[config.mk]
export PLATFORM = sky130hd
export DESIGN_NAME = freq_window_check
export DESIGN_NICKNAME = d
export VERILOG_FILES = /design/src/rtl/freq_window_check.sv
export SDC_FILE = /design/constraint.sdc
export NUM_CORES = 1
export LEC_CHECK = 0
export CORE_AREA = 2 2 111 167
export CTS_CLUSTER_SIZE = 30
export DETAILED_ROUTE_END_ITERATION = 10
export DIE_AREA = 0 0 113 169
export PLACE_DENSITY = 0.65
export SYNTH_ARGS = -nofsm -noshare
export SYNTH_HDL_FRONTEND = slang
export SYNTH_SLANG_ARGS = --single-unit
export TNS_END_PERCENT = 30
[constraint.sdc]
create_clock -name ref_clock -period 4.6 [get_ports ref_clock]
set_input_delay 0.46 -clock ref_clock [delete_from_list [all_inputs] [get_ports ref_clock]]
set_output_delay 0.46 -clock ref_clock [all_outputs]
set_load 0.005 [all_outputs]
[src/rtl/freq_window_check.sv]
// Frequency window checker: resets an upstream counter, waits for its result,
// double-samples the cross-domain count until stable and classifies it.
module freq_window_check #(
  parameter logic [31:0] MIN_COUNT     = 32'd9_900_000,
  parameter logic [31:0] MAX_COUNT     = 32'd10_100_000,
  parameter int unsigned CLEAR_CYCLES  = 4,
  parameter int unsigned SETTLE_CYCLES = 4,
  parameter logic [31:0] TIMEOUT       = 32'd25_000_000
) (
  input  logic        ref_clock,
  input  logic        reset,
  input  logic        start,
  input  logic        continuous,
  output logic        meas_reset_n,
  input  logic        meas_done,
  input  logic [31:0] meas_value,
  output logic        busy,
  output logic        valid,
  output logic [31:0] result_count,
  output logic        in_range,
  output logic        too_slow,
  output logic        too_fast,
  output logic        timeout_err
);

  typedef enum logic [2:0] {
    S_IDLE     = 3'd0,
    S_CLEAR    = 3'd1,
    S_RUN      = 3'd2,
    S_SETTLE   = 3'd3,
    S_SAMPLE_A = 3'd4,
    S_SAMPLE_B = 3'd5,
    S_REPORT   = 3'd6
  } state_e;

  localparam logic [31:0] CLEAR_LAST  = (CLEAR_CYCLES > 0)  ? 32'(CLEAR_CYCLES) - 32'd1  : 32'd0;
  localparam logic [31:0] SETTLE_LAST = (SETTLE_CYCLES > 0) ? 32'(SETTLE_CYCLES) - 32'd1 : 32'd0;
  localparam logic [3:0]  FLAG_TIMEOUT = 4'b1000;

  // Flag order everywhere: {timeout_err, too_fast, too_slow, in_range}.
  function automatic logic [3:0] classify(input logic [31:0] count);
    logic [3:0] f;
    if (count < MIN_COUNT) begin
      f = 4'b0010;
    end else if (count > MAX_COUNT) begin
      f = 4'b0100;
    end else begin
      f = 4'b0001;
    end
    return f;
  endfunction

  state_e      state_q, state_d;
  logic [31:0] cnt_q, cnt_d;
  logic [31:0] cnt_inc;
  logic [2:0]  retry_q, retry_d;
  logic [31:0] sample_a_q, sample_a_d;
  logic [31:0] rep_count;
  logic [3:0]  rep_flags;

  logic        mrn_q, mrn_d;
  logic        busy_q, busy_d;
  logic        valid_q, valid_d;
  logic [31:0] count_q, count_d;
  logic [3:0]  flags_q, flags_d;

  // State and datapath registers.
  always_ff @(posedge ref_clock or negedge reset) begin
    if (!reset) begin
      state_q    <= S_IDLE;
      cnt_q      <= 32'd0;
      retry_q    <= 3'd0;
      sample_a_q <= 32'd0;
    end else begin
      state_q    <= state_d;
      cnt_q      <= cnt_d;
      retry_q    <= retry_d;
      sample_a_q <= sample_a_d;
    end
  end

  // Next-state logic; the shared phase counter is reused by CLEAR, RUN and SETTLE.
  always_comb begin
    state_d    = state_q;
    cnt_d      = cnt_q;
    retry_d    = retry_q;
    sample_a_d = sample_a_q;
    rep_count  = 32'd0;
    rep_flags  = 4'b0000;
    cnt_inc    = (cnt_q == 32'hFFFF_FFFF) ? cnt_q : cnt_q + 32'd1;
    case (state_q)
      S_IDLE: begin
        if (start) begin
          state_d = S_CLEAR;
          cnt_d   = 32'd0;
        end else begin
          state_d = S_IDLE;
        end
      end
      S_CLEAR: begin
        if (cnt_q >= CLEAR_LAST) begin
          state_d = S_RUN;
          cnt_d   = 32'd0;
        end else begin
          cnt_d = cnt_inc;
        end
      end
      S_RUN: begin
        if (meas_done) begin
          state_d = S_SETTLE;
          cnt_d   = 32'd0;
        end else if (cnt_inc >= TIMEOUT) begin
          state_d   = S_REPORT;
          rep_count = 32'd0;
          rep_flags = FLAG_TIMEOUT;
        end else begin
          cnt_d = cnt_inc;
        end
      end
      S_SETTLE: begin
        if (cnt_q >= SETTLE_LAST) begin
          state_d = S_SAMPLE_A;
          retry_d = 3'd0;
        end else begin
          cnt_d = cnt_inc;
        end
      end
      S_SAMPLE_A: begin
        sample_a_d = meas_value;
        state_d    = S_SAMPLE_B;
      end
      S_SAMPLE_B: begin
        // Two equal consecutive samples mean the foreign-domain count is stable.
        if (meas_value == sample_a_q) begin
          state_d   = S_REPORT;
          rep_count = meas_value;
          rep_flags = classify(meas_value);
        end else if (retry_q == 3'd7) begin
          state_d   = S_REPORT;
          rep_count = meas_value;
          rep_flags = FLAG_TIMEOUT;
        end else begin
          retry_d = retry_q + 3'd1;
          state_d = S_SAMPLE_A;
        end
      end
      S_REPORT: begin
        cnt_d   = 32'd0;
        retry_d = 3'd0;
        if (continuous) begin
          state_d = S_CLEAR;
        end else begin
          state_d = S_IDLE;
        end
      end
      default: begin
        state_d = S_IDLE;
        cnt_d   = 32'd0;
        retry_d = 3'd0;
      end
    endcase
  end

  // Output decode from the upcoming state so every output is a flop.
  always_comb begin
    mrn_d   = !((state_d == S_IDLE) || (state_d == S_CLEAR));
    busy_d  = (state_d != S_IDLE);
    valid_d = (state_d == S_REPORT);
    count_d = count_q;
    flags_d = flags_q;
    if (state_d == S_REPORT) begin
      count_d = rep_count;
      flags_d = rep_flags;
    end else begin
      count_d = count_q;
      flags_d = flags_q;
    end
  end

  // Output registers.
  always_ff @(posedge ref_clock or negedge reset) begin
    if (!reset) begin
      mrn_q   <= 1'b0;
      busy_q  <= 1'b0;
      valid_q <= 1'b0;
      count_q <= 32'd0;
      flags_q <= 4'b0000;
    end else begin
      mrn_q   <= mrn_d;
      busy_q  <= busy_d;
      valid_q <= valid_d;
      count_q <= count_d;
      flags_q <= flags_d;
    end
  end

  assign meas_reset_n = mrn_q;
  assign busy         = busy_q;
  assign valid        = valid_q;
  assign result_count = count_q;
  assign {timeout_err, too_fast, too_slow, in_range} = flags_q;

endmodule
* Word-level counts from Yosys, hierarchy flattened
Cells that the tools add are included.
** Storage, ports and cells
- Flip-flop bits (word level) :: 109
- Bits of input ports :: 37
- Output and inout bits :: 39
** Cells by class
- Add/subtract/negate cells :: 2
- Order comparisons :: 4
- Equality and inequality tests :: 17
- Multiplexer cells :: 30
- Bitwise gates (word level) :: 2
- Reductions and logical operators :: 9
** Operators by type and width (count)
- two-way mux 32 bit :: 9
- one-hot mux 32 bit (5 select lines) :: 1
- adder 32 x 1 -> 32 bit (second input constant) :: 1
- == test 32 bit :: 1
- == test 32 bit (second input constant) :: 1
- greater-or-equal comparator 32 x 2 -> 1 bit (second input constant) :: 1
- greater-or-equal comparator 32 x 25 -> 1 bit (second input constant) :: 1
- > comparator 32 x 24 -> 1 bit (second input constant) :: 1
- less-than comparator 32 x 24 -> 1 bit (second input constant) :: 1
- two-way mux 3 bit :: 9
- one-hot mux 3 bit (7 select lines) :: 1
- two-way mux 4 bit :: 4
- == test 3 bit (second input constant) :: 5
- != test 2 bit (second input constant) :: 5
- one-hot mux 3 bit (3 select lines) :: 1
- one-hot mux 4 bit (2 select lines) :: 1
- AND reduction 4 bit :: 2
- == test 3 x 1 -> 1 bit (second input constant) :: 2
- == test 3 x 2 -> 1 bit (second input constant) :: 2
- logical NOT 3 bit :: 2
- two-way mux 2 bit :: 2
- OR reduction 4 bit :: 1
- adder 3 x 1 -> 3 bit (second input constant) :: 1
- != test 3 bit (second input constant) :: 1
- 6 further kinds :: 8

* Logic depth before layout (Yosys ltp)
Gate-level depths: netlist of the first run.
- Word-level depth :: 9
- Mapped depth :: 14

* Worst setup path after synthesis of the first run
Ideal clock, no wire load.
- Path kind :: register -> register
- Start point :: reg cnt_q[0]
- End point :: reg cnt_q[15]
- Arrival time :: 3.225 ns
- Slack :: 1.248 ns
- Cell stages (with the launch flop) :: 14
- Buffers on the path :: 3
- Clock period less this slack :: 3.352 ns
- Path through :: dfrtp_1 -> ha_1 -> and4_1 -> buf_4 -> nand3_2 -> or4_1 -> buf_2 -> and4_4 -> xnor2_4 -> a2111oi_4 -> or3_1 -> buf_6 -> a21oi_4 -> mux2_1
** On the way
- Cells in the longest elaborated chain, start to end :: 5
** RTL lines
- start, declared :: RTL line 54 : logic [31:0] cnt_q, cnt_d;
- start signal, assigned :: RTL line 76 : cnt_q <= cnt_d;
- adder 32 x 1 -> 32 bit or == test 32 bit (tied branches) :: RTL line 90 : cnt_inc = (cnt_q == 32'hFFFF_FFFF) ? cnt_q : cnt_q + 32'd1;
- two-way mux 32 bit :: RTL line 90
- greater-or-equal comparator 32 x 25 -> 1 bit or two-way mux 32 bit (tied branches) :: RTL line 112 : end else if (cnt_inc >= TIMEOUT) begin
- != test 3 bit (no source line) or two-way mux 32 bit (tied branches)
- AND reduction 4 bit (no source line) or one-hot mux 32 bit (5 select lines) (tied branches)
Parallel ways exist; a longest one is shown, timed or not. The select of a mux whose other input is x is not followed.
A chain may end at the register's enable or synchronous reset.

* Worst setup path after layout of the first run
- Start point :: reg cnt_q[10]
- End point :: reg busy_q (netlist: busy)
** On the way
- Cells in the longest elaborated chain, start to end :: 7
** RTL lines
- adder 32 x 1 -> 32 bit or == test 32 bit (tied branches) :: RTL line 90
- two-way mux 32 bit :: RTL line 90
- greater-or-equal comparator 32 x 25 -> 1 bit :: RTL line 112
- two-way mux 3 bit :: RTL line 112
- two-way mux 3 bit :: RTL line 109 : if (meas_done) begin
- one-hot mux 3 bit (7 select lines) (*) :: RTL line 91 : case (state_q)
- named net state_d[2] :: RTL line 53 : state_e state_q, state_d;
- nonzero test 3 bit (*) :: RTL line 167 : busy_d = (state_d != S_IDLE);
- named net busy_d :: RTL line 62 : logic busy_q, busy_d;
- end signal, assigned :: RTL line 190 : busy_q <= busy_d;
- end, declared :: RTL line 62
Mark *: on every way through the listed nets, which the timed path passes. The rest lies on a longest branch.

==> metrics.md, run 1 <==
| Metric | Value |
|---|---|
| Max Buffers Root-to-Sink | 2 |
| Core Util, Final | 41.4% |
| Fin. Hold Viols | 0 |
| Setup TNS | 0 ps |
| Die Y | 169 um |
| Yosys warnings | 0 |
| Post-Syn Nets | 626 |
| RD Place Congestion | 0.988 |
| Share of the synthesized area in the top cell type | 44.9% |
| Number of cell rows | 60 |
| Final WL | 18700 um |
| # IOs | 76 |
| Ys flop type | dfrtp_1 |
| Gr usage total | 19.8% |
| Die area | 0.0191 mm2 |
| Worst Path Class, Setup | register to register |
| Setup WS post-layout | 569 ps |
| Pins Over Slew Limit | 0 |
| Crit path max fanout | 12 |
| Setup crit end kind | register |
| Sink Count | 109 |
| Synth Area per Inst | 10.4 um2 |
| Post-route ant nets | 0 |
| Worst clock skew | 12.0 ps |
| Sequential area share after synthesis | 44.9% |
| Layout area overhead | 20.7% |
| Final HPWL DP | 13900 um |
| Power per cell area | 419 mW/mm2 |
| RSZ-0062 raised after global routing | no |
| Synth top area cells | dfrtp_1, mux2_2, a22o_1 |
| CTS tree | yes |
| Fillers | 1695 |
| Share of the clock period used by the worst path | 87.6% |
| Failing checks | design-rule violations |
| EDFF count, synth | 0 |
| Leak | 3.15 nW |
| Setup WS pre-CTS | 635 ps |
| Max_cap viols | 0 |
| Total CTS buffers | 9 |
| # setup viols final | 0 |
| Synth Instances | 586 |
| CTS Hold Bufs | 0 |
| FFs w/ async S/R, synth | 100% |
| Worst path required time | 4840 ps |
| N_diodes | 0 |
| Clk Latency, worst-skew pair | 360 ps |
| Critical path launch point type | register |
| TritonRoute pass-1 iters | 9 |
| FMAX | 0.248 GHz |
| Chip width | 113 um |
| Vias in the first global route | 5283 |
| Count leader, synth | dfrtp_1 |
| CP max stage delay | 640 ps |
| Mapped cell area | 0.00608 mm2 |
| CP max stage cell | dfrtp_1 |
| Core Region | 0.0177 mm2 |
| Post-CTS Setup Bufs | 0 |
| DRT iter0 DRCs | 468 |
| Crit path time final | 4030 ps |
| Final non-filler cell total | 871 |
| Crit path arrival time | 4270 ps |
| Peak VDD IR | 0.000190 V |
| CTS H-tree depth | 3 |
| GRT overflow | 0 |
| Starting Density | 34.3% |
| Antenna violations before repair | 0 |
| HP Class | primary input to async pin |
| CTS clock-pin slew for the worst setup and hold paths | 90 ps |
| Routed len/inst | 21.5 um |
| Share of cells above drive strength 1 | 12.1% |
| Root buffer cell | clkbuf_16 |
| Post-CTS resize count | 0 |
| Vias | 5236 |
| Dpl cells | 855 |
| Status | complete, but fails checks |
| Distinct cells, synth | 65 |
| IO Port Bufs | 75 |
| Vias/cell | 6.01 |
| Worst path cell trace | nand4_1 -> nor3_2 -> nand3_1 -> or2_2 -> nor3_1 -> mux2i_1 -> nor4_1 -> a41oi_1 -> or4_1 |
| Largest net degree at the start of global routing | 80 |
| Worst-Margin Slew | 1050 ps |
| Synth top cells by count | dfrtp_1, nand2_1, a22o_1 |
| Max-slew headroom | 30.1% |
| DRC | 11 |
| Synth area leader | dfrtp_1 |
| First-pass GRT wire length | 29400 um |
| Layout net count | 689 |
| Synthesis-stage register bit count | 109 |
-- kinds of logic (layout without fill, tap and decap cells) --
kind of cell / count (synthesis) / in the layout / synth area share [%]
simple gates: 195 / 195 / 17.6
compound gates: 149 / 149 / 19.5
flops: 109 / 109 / 44.9
buf+inv: 50 / 118 / 3.89
mux: 42 / 42 / 7.64
xor+xnor: 38 / 38 / 5.79
fa+ha+maj: 3 / 3 / 0.618
-- per-stage QoR --
step	power, mW	hold WS [ps]	instance area, um2
finish	3.08	276	7330
global route	3.24	372	7330
CTS	3.09	321	7330
detailed placement	2.28	469	7030
global placement	2.25	464	7030
floorplan	1.92	164	6080
-- layer usage --
| metal | track usage [%] | vias to the layer above | share of wire [%] |
|---|---|---|---|
| li1 | - | 2354 | - |
| met5 | 0 | - | 0 |
| met2 | 35.7 | 240 | 53 |
| met1 | 21.7 | 2583 | 36 |
| met3 | 3.40 | 59 | 5.8 |
| met4 | 11.5 | 0 | 5.4 |
-- flip-flops by register name, indices dropped and copies added, names as in the netlist --
register / flops
meas_reset_n: 1
flags_q: 4
valid: 1
retry_q: 3
sample_a_q: 32
cnt_q: 32
result_count: 32
busy: 1
state_q: 3
-- where the power goes --
| group | leakage [nW] | internal, mW | switching (mW) |
|---|---|---|---|
| sequential | 1.42 | 1.15 | 0.150 |
| clock | 0.151 | 0.394 | 0.411 |
| combinational | 1.58 | 0.434 | 0.539 |
-- worst max-delay path, delay by kind of cell, from the launching register on --
family           cells  cell delay [ps]
AND/OR/NAND/NOR      7             2830
flip-flops           1              640
AO/OA/AOI/OAI        1              300
multiplexers         1              130
-- placed cells by master, fill, tap and decap left out, types with 12 or more instances in the layout --
master / count
xor2_1: 25
nand4_1: 18
mux2_2: 33
a22o_1: 34
clkdlybuf4s50_1: 74
inv_1: 12
nand2_1: 37
nor2_1: 29
xnor2_1: 12
nor4_1: 19
nand3_1: 27
buf_4: 14
o21ai_0: 15
dfrtp_1: 109
-- worst paths after layout --
check	slack, ps	cells past startpoint	from	endpoint
worst min register to register	490	1	flags_q[1]	flags_q[1]
worst max-delay path	570	9	cnt_q[10]	busy
worst max register to register	570	9	cnt_q[10]	busy
max in group asynchronous	3310	2	reset	sample_a_q[26]
worst min-delay path	280	1	reset	cnt_q[14]
min in group ref_clock	490	1	flags_q[1]	flags_q[1]
-- area by class of cell --
type / instances / area (um2) / area share (%)
inverter: 13 / 48.8 / 0.665
clock inverter: 7 / 81.3 / 1.11
clock buffer: 9 / 225 / 3.07
sequential: 109 / 2730 / 37.2
tap: 217 / 272 / 3.70
timing repair buffer: 89 / 866 / 11.8
multi-input combinational: 427 / 3110 / 42.5
Note: power is estimated with default switching activity, not from simulation.
==> inputs of run 2 (changes only) <==
--- a/config.mk
+++ b/config.mk
@@ -9,6 +9,7 @@
 export CTS_CLUSTER_SIZE = 30
 export DETAILED_ROUTE_END_ITERATION = 10
 export DIE_AREA = 0 0 113 169
+export GPL_ROUTABILITY_DRIVEN = 0
 export PLACE_DENSITY = 0.65
 export SYNTH_ARGS = -nofsm -noshare
 export SYNTH_HDL_FRONTEND = slang
==> run 2 against run 1 <==
Compared with the run above: the flow still finishes with violations (design-rule violations); clock power grew 3.6%; combinational power fell by 1%; non-clock buffer count down 1; register-to-register slack got worse by 170 ps; global-route usage shrank 1.5 points; critical endpoint is now cnt_q[19]; largest power group unchanged.
==> metrics.md, run 2 (synthesis results as in run 1) <==
| Metric | Value |
|---|---|
| R2r worst-path depth | 11 (+2) |
| Crit path arrival time | 4400 ps (+130 ps) |
| Setup crit start | cnt_q[0] |
| Core Util, Final | 41.4% (about the same) |
| R2r setup slk | 400 ps (-170 ps) |
| Number of cell rows | 60 (unchanged) |
| Clock power frac | 26.9% (+0.7 points) |
| Root buffer cell | clkbuf_16 |
| Chip width | 113 um (unchanged) |
| # IOs | 76 (unchanged) |
| Sw power | 1.07 mW (-2.7%) |
| Crit path max fanout | 11 (-1) |
| Gr usage total | 18.3% (-1.5 points) |
| Setup TNS | 0 ps (unchanged) |
| Post-route cell area | 0.00734 mm2 (about the same) |
| Fin. Hold Viols | 0 (unchanged) |
| TritonRoute pass-1 iters | 8 (-1) |
| Final WL | 17100 um (-8.6%) |
| Final HPWL DP | 12600 um (-9.7%) |
| Layout net count | 688 (-0.15%) |
| Routed len/inst | 19.7 um (-8.5%) |
| Post-route ant nets | 0 (unchanged) |
| Top cell family by delay on the critical path | simple AND/OR/NAND/NOR gates |
| Status | complete, but fails checks |
| Worst Path Class, Setup | register to register |
| Critical path launch point type | register |
| Crit path time final | 4200 ps (+170 ps) |
| Max Buffers Root-to-Sink | 2 (unchanged) |
| Max-slew headroom | 30.4% (+0.32 points) |
| Setup crit end kind | register |
| Total CTS buffers | 9 (unchanged) |
| Vias/cell | 5.96 (-0.92%) |
| Largest net degree at the start of global routing | 83 (+3.8%) |
| Max_cap viols | 0 (unchanged) |
| Share of the clock period used by the worst path | 91.3% (+3.7 points) |
| Post-CTS resize count | 0 (unchanged) |
| Worst path cell trace | ha_1 -> and4_1 -> nand3_2 -> or4_1 -> and4_4 -> xnor2_4 -> a2111oi_4 -> nor3_2 -> buf_4 -> o211ai_1 -> o22ai_1 |
| CTS Hold Bufs | 0 (unchanged) |
| DRC | 11 (unchanged) |
| Sequential share of power | 42.0% (-0.2 points) |
| Vias | 5182 (-1.0%) |
| Starting Density | 34.3% (unchanged) |
| Critical path depth | 11 (+2) |
| RSZ-0062 raised after global routing | no |
| Vias in the first global route | 5260 (-0.44%) |
| Peak VDD IR | 0.000175 V (-8.1%) |
| # setup viols final | 0 (unchanged) |
| Die area | 0.0191 mm2 (unchanged) |
| Leak | 3.14 nW (about the same) |
| P_int | 2.03 mW (+2.5%) |
| Worst clock skew | 10.4 ps (-1.56 ps) |
| Setup WS pre-CTS | 464 ps (-171 ps) |
| CTS tree | yes |
| Antenna violations before repair | 0 (unchanged) |
| Die Y | 169 um (unchanged) |
| N_diodes | 0 (unchanged) |
| Failing checks | design-rule violations |
| GRT overflow | 0 (unchanged) |
| WP buf/inv | 1 (+1) |
| Comb power frac | 31.1% (-0.5 points) |
| Reg2Reg Launch Point | cnt_q[0] |
| CP max stage cell | o211ai_1 |
| Most common cell after layout, fill and taps aside | dfrtp_1 |
| Commonest non-fill, non-tap cells in the layout | dfrtp_1, clkdlybuf4s50_1, nand2_1 |
| Placed Area | 0.00702 mm2 (-0.11%) |
| DRT iter0 DRCs | 485 (+3.6%) |
| Power per cell area | 422 mW/mm2 (+0.63%) |
| Pins Over Slew Limit | 0 (unchanged) |
| Post-CTS Setup Bufs | 0 (unchanged) |
| FMAX | 0.238 GHz (-4.0%) |
| RR Endpoint | cnt_q[19] |
| CP max stage delay | 810 ps (+170 ps) |
| Setup crit end | cnt_q[19] |
| Clk Latency, worst-skew pair | 360 ps (about the same) |
| Sink Count | 109 (unchanged) |
| Core Region | 0.0177 mm2 (unchanged) |
| CTS H-tree depth | 3 (unchanged) |
| Share of cells above drive strength 1 | 11.9% (-0.13 points) |
| Total power | 3.10 mW (+0.67%) |
| First-pass GRT wire length | 27900 um (-5.3%) |
| HP Class | primary input to async pin |
| Switching Fraction | 34.6% (-1.2 points) |
| Worst path required time | 4800 ps (-40 ps) |
| Setup WS post-layout | 399 ps (-170 ps) |
| Worst-Margin Slew | 1040 ps (-4.79 ps) |
| IO Port Bufs | 75 (unchanged) |
| CTS clock-pin slew for the worst setup and hold paths | 70 ps (-20 ps) |
| Layout area overhead | 20.8% (about the same) |
[run 2: cell types whose count changed in the layout (fill, tap and decap cells not counted), sizes merged]
cell and delta:
clkbuf +1, clkinvlp +1, buf -1, inv -3, bufinv +1
[run 2: area by class of cell]
| class | instances | area [um2] |
|---|---|---|
| clock buffers | 10 | 239 |
| clock inverters | 6 | 77.6 |
| fillers | 1724 | 10400 |
| inverters | 13 | 48.8 |
| multi-input cells | 427 | 3110 |
| flip-flops and latches | 109 | 2730 |
| well taps | 217 | 272 |
| repair buffers | 88 | 858 |
[run 2: power groups by stage]
stage	sequential, mW	combinational (mW)	clock, mW
final	1.30	0.962	0.834
after global routing	1.33	1.06	0.900
after CTS	1.30	0.962	0.861
after detailed placement	1.32	0.955	0
after global placement	1.30	0.926	0
after floorplan	1.27	0.646	0
[run 2: worst min-delay path by stage]
stage | startpoint | to | slack [ps]
6_report | reset | cnt_q[18] | 270
5_1_grt | reset | cnt_q[18] | 370
4_1_cts | reset | cnt_q[18] | 330
3_5_place_dp | result_count[15] | result_count[15] | 480
3_3_place_gp | retry_q[1] | retry_q[1] | 460
2_1_floorplan | reset | busy | 160
[run 2: metal layers]
metal | track usage [%] | up-vias | share of wire (%)
li1 | - | 2363 | -
met1 | 20.5 | 2538 | 38
met2 | 31.9 | 221 | 51
met3 | 4.19 | 60 | 6.0
met4 | 10.2 | 0 | 5.1
met5 | 0 | - | 0
[run 2: stage by stage]
stage	hold slack, ps	std cells
floorplan	164	586
global placement	464	854
detailed placement	481	854
CTS	326	870
global route	370	870
finish	273	870
==> inputs of run 3 (changes only) <==
--- a/config.mk
+++ b/config.mk
@@ -5,12 +5,13 @@
 export SDC_FILE = /design/constraint.sdc
 export NUM_CORES = 1
 export LEC_CHECK = 0
-export CORE_AREA = 2 2 111 167
+export CORE_AREA = 2 2 94 141
 export CTS_CLUSTER_SIZE = 30
 export DETAILED_ROUTE_END_ITERATION = 10
-export DIE_AREA = 0 0 113 169
+export DIE_AREA = 0 0 96 143
 export GPL_ROUTABILITY_DRIVEN = 0
-export PLACE_DENSITY = 0.65
+export PLACE_DENSITY = 0.82
+export SETUP_SLACK_MARGIN = 0.05
 export SYNTH_ARGS = -nofsm -noshare
 export SYNTH_HDL_FRONTEND = slang
 export SYNTH_SLANG_ARGS = --single-unit
==> run 3 against run 2 <==
Compared with the run above: the flow now finishes without violations; die area fell by 28%; global-route usage rose by 6.6 points; largest cell class unchanged; final cell count fell by 7.1%; sequential share of layout area rose by 0.55 points.
==> metrics.md, run 3 (synthesis results as in run 1) <==
| Metric | Value |
|---|---|
| First-pass GRT wire length | 26700 um (-4.3%) |
| Post-CTS resize count | 0 (unchanged) |
| Critical path launch point type | register |
| Vias | 5284 (+2.0%) |
| CP max stage cell | or4_1 |
| Number of cell rows | 50 (-17%) |
| Layout net count | 687 (-0.15%) |
| Core Region | 0.0124 mm2 (-30%) |
| Clk Latency, worst-skew pair | 350 ps (about the same) |
| WP buf/inv | 1 (unchanged) |
| Max-slew headroom | 27.2% (-3.2 points) |
| # setup viols final | 0 (unchanged) |
| Max Buffers Root-to-Sink | 2 (unchanged) |
| Crit path time final | 4310 ps (+111 ps) |
| GRT overflow | 0 (unchanged) |
| Final WL | 16400 um (-4.2%) |
| TritonRoute pass-1 iters | 6 (-2) |
| Vias/cell | 6.54 (+9.8%) |
| Sequential share of power | 42.7% (+0.7 points) |
| Comb power frac | 31.7% (+0.6 points) |
| HP Class | primary input to async pin |
| Fillers | 1016 (-41%) |
| Crit path arrival time | 4590 ps (+190 ps) |
| Chip width | 96 um (-15%) |
| Final HPWL DP | 12000 um (-4.6%) |
| CP max stage delay | 690 ps (-120 ps) |
| Leak | 3.13 nW (-0.45%) |
| Dpl cells | 792 (-7.3%) |
| Post-route ant nets | 0 (unchanged) |
| Most common cell after layout, fill and taps aside | dfrtp_1 |
| CTS Hold Bufs | 0 (unchanged) |
| Routed len/inst | 20.3 um (+3.2%) |
| Pins Over Slew Limit | 0 (unchanged) |
| Setup TNS | 0 ps (unchanged) |
| Worst path required time | 4880 ps (+80 ps) |
| Worst path cell trace | ha_1 -> and4_1 -> nand3_2 -> or4_1 -> and4_4 -> xnor2_4 -> a2111oi_4 -> or3_1 -> a31oi_4 -> buf_4 -> a22o_1 |
| Top cell family by delay on the critical path | simple AND/OR/NAND/NOR gates |
| DRC | 0 (-11) |
| Antenna violations before repair | 0 (unchanged) |
| Sink Count | 109 (unchanged) |
| N_diodes | 0 (unchanged) |
| Switching Fraction | 35.5% (+0.95 points) |
| Post-CTS Setup Bufs | 0 (unchanged) |
| Layout area overhead | 19.0% |
| Share of the clock period used by the worst path | 93.7% (+2.4 points) |
| Starting Density | 48.8% (+15 points) |
| Share of cells above drive strength 1 | 11.8% (-0.14 points) |
| Total CTS buffers | 9 (unchanged) |
| Root buffer cell | clkbuf_16 |
| Die Y | 143 um (-15%) |
| Gr usage total | 25.0% (+6.6 points) |
| P_int | 1.98 mW (-2.4%) |
| R2r setup slk | 290 ps (-110 ps) |
| Largest net degree at the start of global routing | 72 (-13%) |
| Crit path max fanout | 27 (+16) |
| Fin. Hold Viols | 0 (unchanged) |
| DRT iter0 DRCs | 544 (+12%) |
| Final non-filler cell total | 808 (-7.1%) |
| CTS clock-pin slew for the worst setup and hold paths | 80 ps (about the same) |
| Worst-Margin Slew | 1090 ps (+43.7 ps) |
| FMAX | 0.232 GHz (-2.6%) |
| Die area | 0.0137 mm2 (-28%) |
| Status | complete, no violations |
| Multi-input gate area | 0.00311 mm2 (unchanged) |
| Register area | 0.00273 mm2 (unchanged) |
| CTS H-tree depth | 3 (unchanged) |
| IO Port Bufs | 75 (unchanged) |
| Worst Path Class, Setup | register to register |
| Sw power | 1.09 mW (+1.7%) |
| Power per cell area | 424 mW/mm2 (+0.47%) |
| Vias in the first global route | 5348 (+1.7%) |
| RSZ-0062 raised after global routing | no |
| CTS tree | yes |
| Peak VDD IR | 0.000227 V (+30%) |
| Commonest non-fill, non-tap cells in the layout | dfrtp_1, clkdlybuf4s50_1, nand2_1 |
| Setup crit end kind | register |
| # IOs | 76 (unchanged) |
| Max_cap viols | 0 (unchanged) |
| Clock power frac | 25.7% (-1.2 points) |
| Worst clock skew | 9.89 ps (-0.547 ps) |
run 3: changes by cell type in the layout (fill, tap and decap cells not counted):
cell / delta
bufinv_16: -1
clkinv_8: +2
inv_8: -2
buf_12: -1
inv_6: +2
clkinvlp_4: -1
run 3: per-layer routing:
metal | track usage [%] | vias up | share of wire, % | wire length [um]
li1 | - | 2359 | - | -
met1 | 28.7 | 2584 | 37 | 6070
met2 | 42.9 | 270 | 52 | 8490
met3 | 4.38 | 71 | 6.0 | 983
met4 | 13.8 | 0 | 5.3 | 876
met5 | 0 | - | 0 | 0
run 3: metrics by stage:
step	worst slack [ps]	utilization (%)	instance area [um2]	hold slack [ps]	total power, mW
6_report	288	58.1	7230	236	3.07
3_5_place_dp	413	55.6	6920	469	2.27
4_1_cts	374	58.1	7230	262	3.06
2_1_floorplan	1250	-	6080	164	1.92
5_1_grt	83.3	58.1	7230	308	3.23
3_3_place_gp	588	55.6	6920	465	2.21
run 3: power groups by stage:
| stage | clock (mW) | sequential, mW | combinational (mW) |
|---|---|---|---|
| 2_1_floorplan | 0 | 1.27 | 0.646 |
| 3_3_place_gp | 0 | 1.30 | 0.909 |
| 3_5_place_dp | 0 | 1.32 | 0.950 |
| 4_1_cts | 0.797 | 1.31 | 0.961 |
| 5_1_grt | 0.837 | 1.33 | 1.06 |
| 6_report | 0.787 | 1.31 | 0.971 |
run 3: worst paths after layout:
kind / startpoint / end / cells after the start
max: cnt_q[0] / result_count[18] / 11
min: reset / flags_q[2] / 1
max reg2reg: cnt_q[0] / result_count[18] / 11
min reg2reg: flags_q[0] / flags_q[0] / 1
max in group asynchronous: reset / cnt_q[16] / 2
min in group ref_clock: flags_q[0] / flags_q[0] / 1
run 3: final cells by class:
cell class	count	area share, %
Multi-Input combinational cell	427	43.1
Sequential cell	109	37.7
Clock inverter	6	0.934
Clock buffer	10	3.31
Inverter	13	0.675
Timing Repair Buffer	87	11.6
Tap cell	156	2.70
